==> src/rtl/retospect_loader_pkg.sv <==
// Shared types and constants for the neurochip configuration-chain loader.
package retospect_loader_pkg;

  typedef enum logic [2:0] {
    IDLE,
    LOAD,
    SHIFT,
    ARM,
    DONE
  } loader_state_t;

  localparam int CNB_CFG_BITS      = 19;
  localparam int CLKBOX_CFG_BITS   = 48;
  localparam int DEFAULT_CHAIN_LEN = CLKBOX_CFG_BITS + 50 * CNB_CFG_BITS;

endpackage

==> src/rtl/retospect_piso8.sv <==
// 8-bit load/shift register with a down-counting bit count; serial input enters at the MSB
// so the same block serves as the transmit PISO and as the readback SIPO.
module retospect_piso8 (
  input  logic       clk,
  input  logic       reset,
  input  logic       i_load,
  input  logic       i_shift,
  input  logic       i_ser,
  input  logic [7:0] i_data,
  input  logic [3:0] i_count,
  output logic [7:0] o_q,
  output logic [3:0] o_count
);

  logic [7:0] r_q;
  logic [3:0] r_count;

  // NOTE: sequential state uses non-blocking assignments so every register samples pre-edge values.
  always_ff @(posedge clk) begin
    if (reset) begin
      r_q     <= '0;
      r_count <= '0;
    end else if (i_load) begin
      r_q     <= i_data;
      r_count <= i_count;
    end else if (i_shift) begin
      r_q     <= {i_ser, r_q[7:1]};
      r_count <= r_count - 4'd1;
    end
  end

  assign o_q     = r_q;
  assign o_count = r_count;

endmodule

==> src/rtl/retospect_bitstream_loader.sv <==
// Byte-fed serialiser for the neurochip config chain: shifts CHAIN_LEN bits LSB-first, then
// pulses chain_rst_nn once. Define LOADER_READBACK_EN to capture chain_ret into rb_data/rb_valid.
module retospect_bitstream_loader
  import retospect_loader_pkg::*;
#(
  parameter int CHAIN_LEN = DEFAULT_CHAIN_LEN,
  parameter int CNT_W     = $clog2(CHAIN_LEN + 1)
) (
  input  logic       clk,
  input  logic       reset,
  input  logic       start,
  input  logic       abort,
  input  logic [7:0] in_data,
  input  logic       in_valid,
  output logic       in_ready,
  output logic       chain_cfg_en,
  output logic       chain_bs,
  input  logic       chain_ret,
  output logic       chain_rst_nn,
  output logic       busy,
  output logic       done,
  output logic [7:0] rb_data,
  output logic       rb_valid
);

  localparam logic [CNT_W-1:0] LP_LEN = CNT_W'(CHAIN_LEN);

  loader_state_t    r_state;
  logic [CNT_W-1:0] r_remaining;
  logic             r_in_ready, r_cfg_en, r_bs, r_rst_nn, r_busy, r_done;

  logic       w_start_ok, w_handshake, w_shift_ok;
  logic [3:0] w_chunk, w_tx_cnt;
  logic [7:0] w_tx_q;

  assign w_start_ok  = start && !abort && (r_state == IDLE || r_state == DONE);
  assign w_handshake = (r_state == LOAD) && in_valid && r_in_ready && !abort;
  assign w_shift_ok  = (r_state == SHIFT) && !abort;
  assign w_chunk     = (r_remaining >= CNT_W'(8)) ? 4'd8 : r_remaining[3:0];

  retospect_piso8 u_tx (
    .clk     (clk),
    .reset   (reset),
    .i_load  (w_handshake),
    .i_shift (w_shift_ok),
    .i_ser   (1'b0),
    .i_data  (in_data),
    .i_count (w_chunk),
    .o_q     (w_tx_q),
    .o_count (w_tx_cnt)
  );

  // Outputs are computed from the next state so they line up with the state they describe.
  always_ff @(posedge clk) begin
    if (reset) begin
      r_state     <= IDLE;
      r_remaining <= '0;
      r_in_ready  <= 1'b0;
      r_cfg_en    <= 1'b0;
      r_bs        <= 1'b0;
      r_rst_nn    <= 1'b0;
      r_busy      <= 1'b0;
      r_done      <= 1'b0;
    end else begin
      r_rst_nn <= 1'b0;
      if (abort && (r_state == LOAD || r_state == SHIFT || r_state == ARM)) begin
        r_state    <= IDLE;
        r_in_ready <= 1'b0;
        r_cfg_en   <= 1'b0;
        r_bs       <= 1'b0;
        r_busy     <= 1'b0;
        r_done     <= 1'b0;
      end else begin
        unique case (r_state)
          IDLE, DONE: begin
            if (w_start_ok) begin
              r_state     <= LOAD;
              r_remaining <= LP_LEN;
              r_in_ready  <= 1'b1;
              r_busy      <= 1'b1;
              r_done      <= 1'b0;
            end
          end
          LOAD: begin
            if (w_handshake) begin
              r_state    <= SHIFT;
              r_in_ready <= 1'b0;
              r_cfg_en   <= 1'b1;
              r_bs       <= in_data[0];
            end
          end
          SHIFT: begin
            r_remaining <= r_remaining - 1'b1;
            if (w_tx_cnt == 4'd1) begin
              r_cfg_en <= 1'b0;
              r_bs     <= 1'b0;
              if (r_remaining == CNT_W'(1)) begin
                r_state  <= ARM;
                r_rst_nn <= 1'b1;
              end else begin
                r_state    <= LOAD;
                r_in_ready <= 1'b1;
              end
            end else begin
              r_bs <= w_tx_q[1];
            end
          end
          ARM: begin
            r_state <= DONE;
            r_busy  <= 1'b0;
            r_done  <= 1'b1;
          end
          default: r_state <= IDLE;
        endcase
      end
    end
  end

  assign in_ready     = r_in_ready;
  assign chain_cfg_en = r_cfg_en;
  assign chain_bs     = r_bs;
  assign chain_rst_nn = r_rst_nn;
  assign busy         = r_busy;
  assign done         = r_done;

  logic w_unused_tx;
  assign w_unused_tx = ^{w_tx_q[7:2], w_tx_q[0]};

`ifdef LOADER_READBACK_EN
  logic [7:0] r_rb_data, w_rb_q, w_rb_next;
  logic [3:0] w_rb_cnt;
  logic       r_rb_valid, w_rb_last, w_rb_load;

  // A readback byte closes on its 8th bit or on the chain's final bit, whichever comes first.
  assign w_rb_last = (w_rb_cnt == 4'd1) || (r_remaining == CNT_W'(1));
  assign w_rb_load = w_start_ok || (w_shift_ok && w_rb_last);
  assign w_rb_next = {chain_ret, w_rb_q[7:1]};

  retospect_piso8 u_rb (
    .clk     (clk),
    .reset   (reset),
    .i_load  (w_rb_load),
    .i_shift (w_shift_ok),
    .i_ser   (chain_ret),
    .i_data  (8'h00),
    .i_count (4'd8),
    .o_q     (w_rb_q),
    .o_count (w_rb_cnt)
  );

  always_ff @(posedge clk) begin
    if (reset) begin
      r_rb_data  <= '0;
      r_rb_valid <= 1'b0;
    end else begin
      r_rb_valid <= 1'b0;
      if (w_shift_ok && w_rb_last) begin
        r_rb_valid <= 1'b1;
        r_rb_data  <= w_rb_next >> (w_rb_cnt - 4'd1);
      end
    end
  end

  assign rb_data  = r_rb_data;
  assign rb_valid = r_rb_valid;
`else
  logic w_unused_ret;
  assign w_unused_ret = chain_ret;
  assign rb_data      = 8'h00;
  assign rb_valid     = 1'b0;
`endif

endmodule

==> config.mk <==
export PLATFORM = sky130hd
export DESIGN_NAME = retospect_bitstream_loader
export DESIGN_NICKNAME = d
export VERILOG_FILES = /design/src/rtl/retospect_loader_pkg.sv /design/src/rtl/retospect_piso8.sv /design/src/rtl/retospect_bitstream_loader.sv
export SDC_FILE = /design/constraint.sdc
export NUM_CORES = 1
export LEC_CHECK = 0
export CAP_MARGIN = 20
export CORE_MARGIN = 4
export CORE_UTILIZATION = 60
export CTS_CLUSTER_DIAMETER = 60
export CTS_CLUSTER_SIZE = 12
export DETAILED_ROUTE_END_ITERATION = 8
export DONT_BUFFER_PORTS = 1
export PLACE_DENSITY = 0.82
export RECOVER_POWER = 100
export SETUP_SLACK_MARGIN = 0.1
export SLEW_MARGIN = 20
export SYNTH_ARGS = -nofsm -noshare
export SYNTH_HDL_FRONTEND = slang
export SYNTH_SLANG_ARGS = --single-unit
==> constraint.sdc <==
create_clock -name clk -period 4 [get_ports clk]
set_input_delay 0.8 -clock clk [delete_from_list [all_inputs] [get_ports clk]]
set_output_delay 0.8 -clock clk [all_outputs]
set_load 0.02 [all_outputs]
# Word-level counts from Yosys, hierarchy flattened
# Cells that the tools add are included.
[totals]
register_bits = 31
in_bits = 14
output_inout_bits = 15
elab_cells = 79
[op_classes]
addsub = 2
n_lt_le_gt_ge = 1
n_eq_ne = 10
muxes = 27
n_bitwise = 3
reduce_logical = 26
[op_table]
columns = ["op", "n"]
rows = [
  ["one-hot mux 10 bit (2 select lines)", 1],
  ["two-way mux 8 bit", 2],
  ["two-way mux 4 bit", 3],
  ["one-hot mux 3 bit (4 select lines)", 1],
  ["== test 10 x 1 -> 1 bit, second input constant", 1],
  ["greater-or-equal comparator 10 x 4 -> 1 bit, second input constant", 1],
  ["two-way mux 1 bit", 10],
  ["two-way mux 10 bit", 1],
  ["subtractor 10 x 1 -> 10 bit, second input constant", 1],
  ["two-way mux 3 bit", 3],
  ["AND reduction 3 bit", 3],
  ["one-hot mux 1 bit (2 select lines)", 4],
  ["nonzero test 2 bit", 4],
  ["logical AND 1 bit", 7],
  ["== test 3 x 2 -> 1 bit, second input constant", 2],
  ["AND reduction 5 bit", 1],
  ["== test 4 x 1 -> 1 bit, second input constant", 1],
  ["inequality test 2 x 1 -> 1 bit, second input constant", 2],
  ["inequality test 2 bit, second input constant", 2],
  ["AND reduction 2 bit", 2],
  ["OR reduction 2 bit", 2],
  ["OR reduction 4 bit", 1],
  ["subtractor 4 x 1 -> 4 bit, second input constant", 1],
  ["== test 3 x 1 -> 1 bit, second input constant", 1],
  ["other kinds (8)", 12],
]

# Depth between registers and ports, before layout
[depth]
word_depth = 6
depth_mapped = 6
depth_no_buf = 6

# Modules after synthesis
# From an unflattened synthesis, not the netlist that was laid out.
[unflattened]
cells_unflattened = 186
hier_area_um2 = 1645.3
[modules_own_cells]
columns = ["mod", "n_inst", "cells_per_inst", "area_each_um2"]
rows = [
  ["retospect_bitstream_loader", 1, 126, 1043.5],
  ["retospect_piso8", 1, 60, 601.8],
]

# Least setup slack after synthesis
# No wires, ideal clock.
[synth_timing]
path_kind = "input to register"
startpoint = "in abort"
endpoint = "reg r_remaining[8]"
arrival_ps = 1945
path_slack_ps = 1981
stages = 5
path_buffers = 1
path_cell_list = "buf_2 -> nor4b_2 -> o21ai_0 -> or4_1 -> a31oi_1"
[synth_between]
elab_chain_len = 5
[synth_rtl]
columns = ["element", "line", "source"]
rows = [
  ["start: declaration", "retospect_bitstream_loader.sv:12", "input logic abort,"],
  ["zero test 1 bit", "retospect_bitstream_loader.sv:36", "assign w_start_ok = start && !abort && (r_state == IDLE || r_state == DONE);"],
  ["logical AND 1 bit (2 in series)", "retospect_bitstream_loader.sv:36", ""],
  ["inequality test 2 bit (no line)", "n/a", ""],
  ["AND reduction 3 bit (no line) (*)", "n/a", ""],
  ["end signal: assignment", "retospect_bitstream_loader.sv:93", "r_remaining <= r_remaining - 1'b1;"],
  ["end: declaration", "retospect_bitstream_loader.sv:29", "logic [CNT_W-1:0] r_remaining;"],
]
# Every way passes the cells marked *; elsewhere a longest branch is shown, timed or not.
# A chain may end at the register's enable or synchronous reset.

# Worst setup path after layout
[layout_timing]
startpoint = "reg r_state[0]"
endpoint = "reg u_tx.r_count[0], in the netlist u_tx.o_count[0]"
[layout_between]
elab_chain_len = 5
[layout_rtl]
columns = ["element", "line", "source"]
rows = [
  ["start: declaration", "retospect_bitstream_loader.sv:28", "loader_state_t r_state;"],
  ["start signal: assignment", "retospect_bitstream_loader.sv:56", "r_state <= IDLE;"],
  ["start signal: assignment", "retospect_bitstream_loader.sv:67", "r_state <= IDLE;"],
  ["start signal: assignment", "retospect_bitstream_loader.sv:77", "r_state <= LOAD;"],
  ["== test 3 x 1 -> 1 bit", "retospect_bitstream_loader.sv:37", "assign w_handshake = (r_state == LOAD) && in_valid && r_in_ready && !abort;"],
  ["logical AND 1 bit (3 in series)", "retospect_bitstream_loader.sv:37", ""],
  ["two-way mux 4 bit or nonzero test 2 bit (tied branches)", "n/a", ""],
  ["end signal: assignment", "retospect_piso8.sv:25", "r_count <= i_count;"],
  ["end signal: assignment", "retospect_piso8.sv:28", "r_count <= r_count - 4'd1;"],
  ["end: declaration", "retospect_piso8.sv:16", "logic [3:0] r_count;"],
]
# Several ways; a longest one is shown, not always the timed one.

==> results_dict.tcl <==
set metrics [dict create \
    outcome "completed" \
    ys_types 52 \
    port_buffers 0 \
    die_h_microns 60.3 \
    cp_max_fo 16 \
    p_per_area_nw_per_um2 531 \
    slew_headroom_pct 45.8 \
    drv_slew 0 \
    grt_overflow 0 \
    fin_setup_tns_ns 0 \
    worst_setup_path_end_kind "flip-flop" \
    regArea_sq_um 601 \
    grt_pass1_vias 1337 \
    row_count 18 \
    yosys.area.top_type "dfxtp_1" \
    start_util_pct 64.4 \
    nets 202 \
    core_sq_um 2540 \
    synthFlopType "dfxtp_1" \
    dp_hpwl_microns 2450 \
    ff2ff_path_depth 4 \
    drc_errors 0 \
    wire_per_inst_microns 16.4 \
    cts.clk_slew.worst_paths_ns 0.10 \
    holdBufCountCts 0 \
    mostFrequentLayoutCells "dfxtp_1 (30), nor2_1 (13), nand2_1 (13), a21oi_1 (12), nor3_1 (11)" \
    grt_pass1_wl_microns 5830 \
    maxCapViolCount 0 \
    crit_start "r_state[0]" \
    finalCritPeriodShare_pct 56.7 \
    antenna_found_initial 0 \
    htreeDepth 2 \
    min_period_ns 2.27 \
    skew_ns 0.00680 \
    area_growth_pct 2.90 \
    fin_cells 215 \
    fmax_mhz 441 \
    r2r_start "r_state[0]" \
    reg2reg_slack_ns 1.73 \
    drt-initial-drc-count 110 \
    seq_area_frac_synth_pct 36.6 \
    viasPerCell 6.41 \
    clock-sinks 30 \
    numPlacedInstances 207 \
    num_io_pins 29 \
    vias 1378 \
    gp_congestion 0.895 \
    synthCells 187 \
    ant_nets 0 \
    cts-resized-gates 0 \
    worstMarginPinSlew_ns 0.810 \
    synth_area_per_cell_sq_um 8.77 \
    yosys-top-cells-area "dfxtp_1 (37%), buf_4 (4.1%), a21oi_1 (3.7%)" \
    path_class "reg2reg" \
    multi_input_area_sq_um 915 \
    cts_buffer_depth 2 \
    insertion_delay_ns 0.34 \
    rsz0062_at_grt "false" \
    grt_max_degree 24 \
    die_w_microns 60.3 \
    grt_usage_pct 21.9 \
    post-cts-setup-buffers 0 \
    wirelength_microns 3520 \
    numCtsBuffers 5 \
    leakagePower_nw 0.571 \
    async_reset_ff_share_pct 0 \
    worstHoldPathType "reg2reg" \
    cts-root-buf "clkbuf_4" \
    peakVddDrop_uv 419 \
    synth-seq-cells 30 \
    crit_end "u_tx.o_count[0]" \
    diodes 0 \
    setup-violations-final 0 \
    synth-edff-count 0 \
    ys_warn_count 0 \
    dr.pass1.iters 4 \
    hold_violations 0 \
    setup.worst_path.start_class "flip-flop" \
    layout_commonest_cell "dfxtp_1" \
    arrival_ns 2.49 \
    crit_required_ns 4.22 \
    yosysTopAreaCellShare_pct 36.6 \
    fill_cells 211 \
    hold-worst-slack_ns 0.469 \
    die-area_sq_um 3630 \
    synthesis.area_sq_um 1640 \
    drive_gt1_share_pct 8.65 \
    reg2reg_to "u_tx.o_count[0]" \
    cts_tree "built" \
]
[sequential cells by signal, summed over array words and instances, names as in the netlist]
name	count
busy	1
in_ready	1
u_tx.o_q	7
r_state	3
chain_rst_nn	1
done	1
chain_cfg_en	1
u_tx.o_count	4
chain_bs	1
r_remaining	10
[kinds of logic (layout without fill, tap and decap cells)]
| logic type | count (synthesis) | count (layout) | share of synthesized area (%) |
|---|---|---|---|
| adders and majority gates | 4 | 4 | 3.05 |
| DFF | 30 | 30 | 36.6 |
| muxes | 1 | 1 | 0.611 |
| other | 1 | 9 | 0.229 |
| and+or+nand+nor | 69 | 69 | 26.0 |
| AOI/OAI and AO/OA | 54 | 54 | 23.5 |
| buffers and inverters | 24 | 14 | 7.79 |
| xor gates and xnor gates | 4 | 4 | 2.14 |
[final cells by class]
class | instances | area share [%]
clock buffer | 6 | 3.04
clock inverter | 2 | 3.56
inverter | 6 | 1.34
multi-input combinational | 141 | 54.2
sequential | 30 | 35.6
tap | 30 | 2.23
[per-stage QoR]
step / power, W / cell area (sq um) / setup WS, ns / util [%]
CTS: 0.000899 / 1710 / 1.90 / 67.3
floorplan: 0.000553 / 1670 / 1.98 / -
global route: 0.000937 / 1690 / 1.51 / 66.3
finish: 0.000895 / 1690 / 1.73 / 66.3
global placement: 0.000567 / 1600 / 1.93 / 62.9
detailed placement: 0.000579 / 1600 / 1.88 / 62.9
[routing by layer]
layer,GRT usage (%),wire length [microns],vias up
li1,-,-,678
met1,24.2,1480,646
met2,36.1,1690,46
met3,8.21,267,8
met4,11.4,84,0
met5,0,0,-
[synthesized netlist by cell type, types with 4 or more instances]
cell	instances
inv_1	6
a21oi_1	12
clkbuf_1	6
o21ai_0	7
a31oi_1	7
a211oi_1	4
nand2b_1	4
dfxtp_1	30
buf_4	9
a311oi_1	4
nand2_1	13
nor2_1	12
nor3_1	11
ha_1	4
o31ai_1	4
[power by group]
part	leakage (nW)	switching [W]	internal, W
Combinational	0.269	0.000103	0.0000775
Sequential	0.244	0.0000589	0.000331
Clock	0.0585	0.000112	0.000212
Total	0.571	0.000275	0.000620
[worst min-delay path by stage]
| stage | from | to | cells past startpoint | slack (ns) |
|---|---|---|---|---|
| global placement | u_tx.o_q[5] | u_tx.o_q[5] | 2 | 0.45 |
| finish | u_tx.o_q[4] | u_tx.o_q[3] | 2 | 0.47 |
| global route | u_tx.o_q[4] | u_tx.o_q[3] | 2 | 0.48 |
| detailed placement | u_tx.o_q[2] | u_tx.o_q[2] | 2 | 0.46 |
| floorplan | u_tx.o_q[2] | u_tx.o_q[2] | 2 | 0.45 |
| CTS | u_tx.o_q[2] | u_tx.o_q[2] | 2 | 0.47 |
[worst max-delay path, stage by stage (launching register included)]
cell	delay, ns
dfxtp_1	0.68
or3b_1	0.42
nor2_1	0.54
nor3_1	0.11
a2111oi_0	0.39
Note: power is estimated with default switching activity, not from simulation.
==> edit: new RTL, same flow settings <==
`CNB_CFG_BITS`: 19 -> 17.
--- a/src/rtl/retospect_loader_pkg.sv
+++ b/src/rtl/retospect_loader_pkg.sv
@@ -9,7 +9,7 @@
     DONE
   } loader_state_t;
 
-  localparam int CNB_CFG_BITS      = 19;
+  localparam int CNB_CFG_BITS      = 17;
   localparam int CLKBOX_CFG_BITS   = 48;
   localparam int DEFAULT_CHAIN_LEN = CLKBOX_CFG_BITS + 50 * CNB_CFG_BITS;
 
Behaviour: same outputs for any inputs over 10 cycles, from zero or initial values and one cycle with reset high; that may be too few to reach the edited logic, so the function may still have changed.
==> edit against the unedited design <==
Utilization is 1.6 points lower; count of clock-buffer cells in the layout is 1 higher; setup slack better by 0.049 ns; wire length is 11% lower; clock skew is 0.0031 ns lower; power is 3.0% higher; maximum frequency is 2.2% higher; design area is 2.4% lower; area after synthesis is 0.31% higher; sequential cell count stayed put; clock power is 41% lower; die area is 0.27% higher; highest routed layer unchanged.
==> edit: results (changes against the unedited design) <==
<table>
<tr><th>Metric</th><th>Value</th></tr>
<tr><th colspan="2">Status</th></tr>
<tr><td>Status</td><td>completed (unchanged)</td></tr>
<tr><th colspan="2">Synth</th></tr>
<tr><td>Fraction of the yosys area taken by sequential cells</td><td>0.3653 (was 0.3664)</td></tr>
<tr><td>Post-synthesis cell type count</td><td>50 (was 52)</td></tr>
<tr><td>Synth top area cells</td><td>sky130_fd_sc_hd__dfxtp_1, sky130_fd_sc_hd__a21oi_1, sky130_fd_sc_hd__buf_4, sky130_fd_sc_hd__nor2_1, sky130_fd_sc_hd__a211oi_2 (was sky130_fd_sc_hd__dfxtp_1, sky130_fd_sc_hd__buf_4, sky130_fd_sc_hd__a21oi_1, sky130_fd_sc_hd__nor3_1, sky130_fd_sc_hd__ha_1)</td></tr>
<tr><th colspan="2">Route</th></tr>
<tr><td>Iteration-0 DRC count of the detailed router</td><td>128 (was 110)</td></tr>
<tr><th colspan="2">STA</th></tr>
<tr><td>Headroom to the max-slew limit</td><td>0.3755 (was 0.4578)</td></tr>
<tr><td>Highest clock frequency the design can meet</td><td>450.4 MHz (was 440.7 MHz)</td></tr>
<tr><td>Clock Skew</td><td>0.003747 ns (was 0.006799 ns)</td></tr>
<tr><td>Post-route worst hold slack</td><td>0.4852 ns (was 0.4686 ns)</td></tr>
<tr><th colspan="2">Placed design</th></tr>
<tr><td>Placed instance area</td><td>1594 µm² (was 1602 µm²)</td></tr>
<tr><td>Worst setup slack after placement</td><td>1.818 ns (was 1.876 ns)</td></tr>
<tr><td>Dpl hpwl</td><td>2.174 mm (was 2.447 mm)</td></tr>
<tr><td>Global placer's final weighted congestion</td><td>0.8593 (was 0.8947)</td></tr>
<tr><th colspan="2">Setup path</th></tr>
<tr><td>Endpoint arrival time on the critical path</td><td>2.41 ns (was 2.49 ns)</td></tr>
<tr><td>Crit-path max FO</td><td>15 (was 16)</td></tr>
<tr><th colspan="2">Final layout</th></tr>
<tr><td>Ratio of cells with drive above 1 in the final layout</td><td>0.09444 (was 0.08649)</td></tr>
<tr><th colspan="2">GRT</th></tr>
<tr><td>Global-route wire length before repair</td><td>5.257 mm (was 5.830 mm)</td></tr>
<tr><td>Number of global-route vias before repair</td><td>1185 (was 1337)</td></tr>
<tr><th colspan="2">Hold path</th></tr>
<tr><td>Hold_sp</td><td>u_tx.o_q[3] (was u_tx.o_q[4])</td></tr>
<tr><th colspan="2">Power</th></tr>
<tr><td>Total leakage power</td><td>0.5610 nW (was 0.5714 nW)</td></tr>
</table>
-- edit: power breakdown --
part | switching [mW] | internal, mW | leakage (nW)
logic | 0.163 | 0.131 | 0.282
registers | 0.0894 | 0.349 | 0.244
clock network | 0.105 | 0.0850 | 0.0353
total | 0.357 | 0.565 | 0.561
-- edit: cell type report --
type	instances	area (µm²)
multi-input cells	134	917.1
fillers	229	899.6
flip-flops and latches	30	600.6
clock buffers	7	55.05
well taps	30	37.54
inverters	8	30.03
clock inverters	1	5.005
-- edit: routing by layer --
layer / GRT usage / share of wire / up-vias
li1: - / - / 641
met1: 0.2337 / 0.44 / 584
met2: 0.3164 / 0.46 / 44
met3: 0.06809 / 0.082 / 6
met4: 0.06646 / 0.011 / 0
met5: 0 / 0 / -
-- edit: worst paths after layout --
check | end | cells after the start
setup reg to reg | u_tx.o_count[0] | 4
setup / recovery | u_tx.o_count[0] | 4
hold / removal | u_tx.o_q[3] | 2
hold reg to reg | u_tx.o_q[3] | 2
-- edit: cells by family (layout without fill, tap and decap cells) --
kind of cell | after synthesis | count (layout) | share of synthesized area
other | 1 | 9 | 0.002281
XOR/XNOR | 6 | 6 | 0.03196
AND/OR/NAND/NOR | 62 | 62 | 0.2405
multiplexers | 5 | 5 | 0.03044
AO/OA/AOI/OAI | 48 | 48 | 0.2093
buffers and inverters | 27 | 16 | 0.08980
adder cells (fa/ha/maj) | 4 | 4 | 0.03044
flip-flops | 30 | 30 | 0.3653
-- edit: metrics by stage --
step / std cells / util
global placement: 202 / 0.6264
global route: 210 / 0.6465
floorplan: 191 / -
detailed placement: 202 / 0.6264
CTS: 210 / 0.6500
finish: 210 / 0.6465
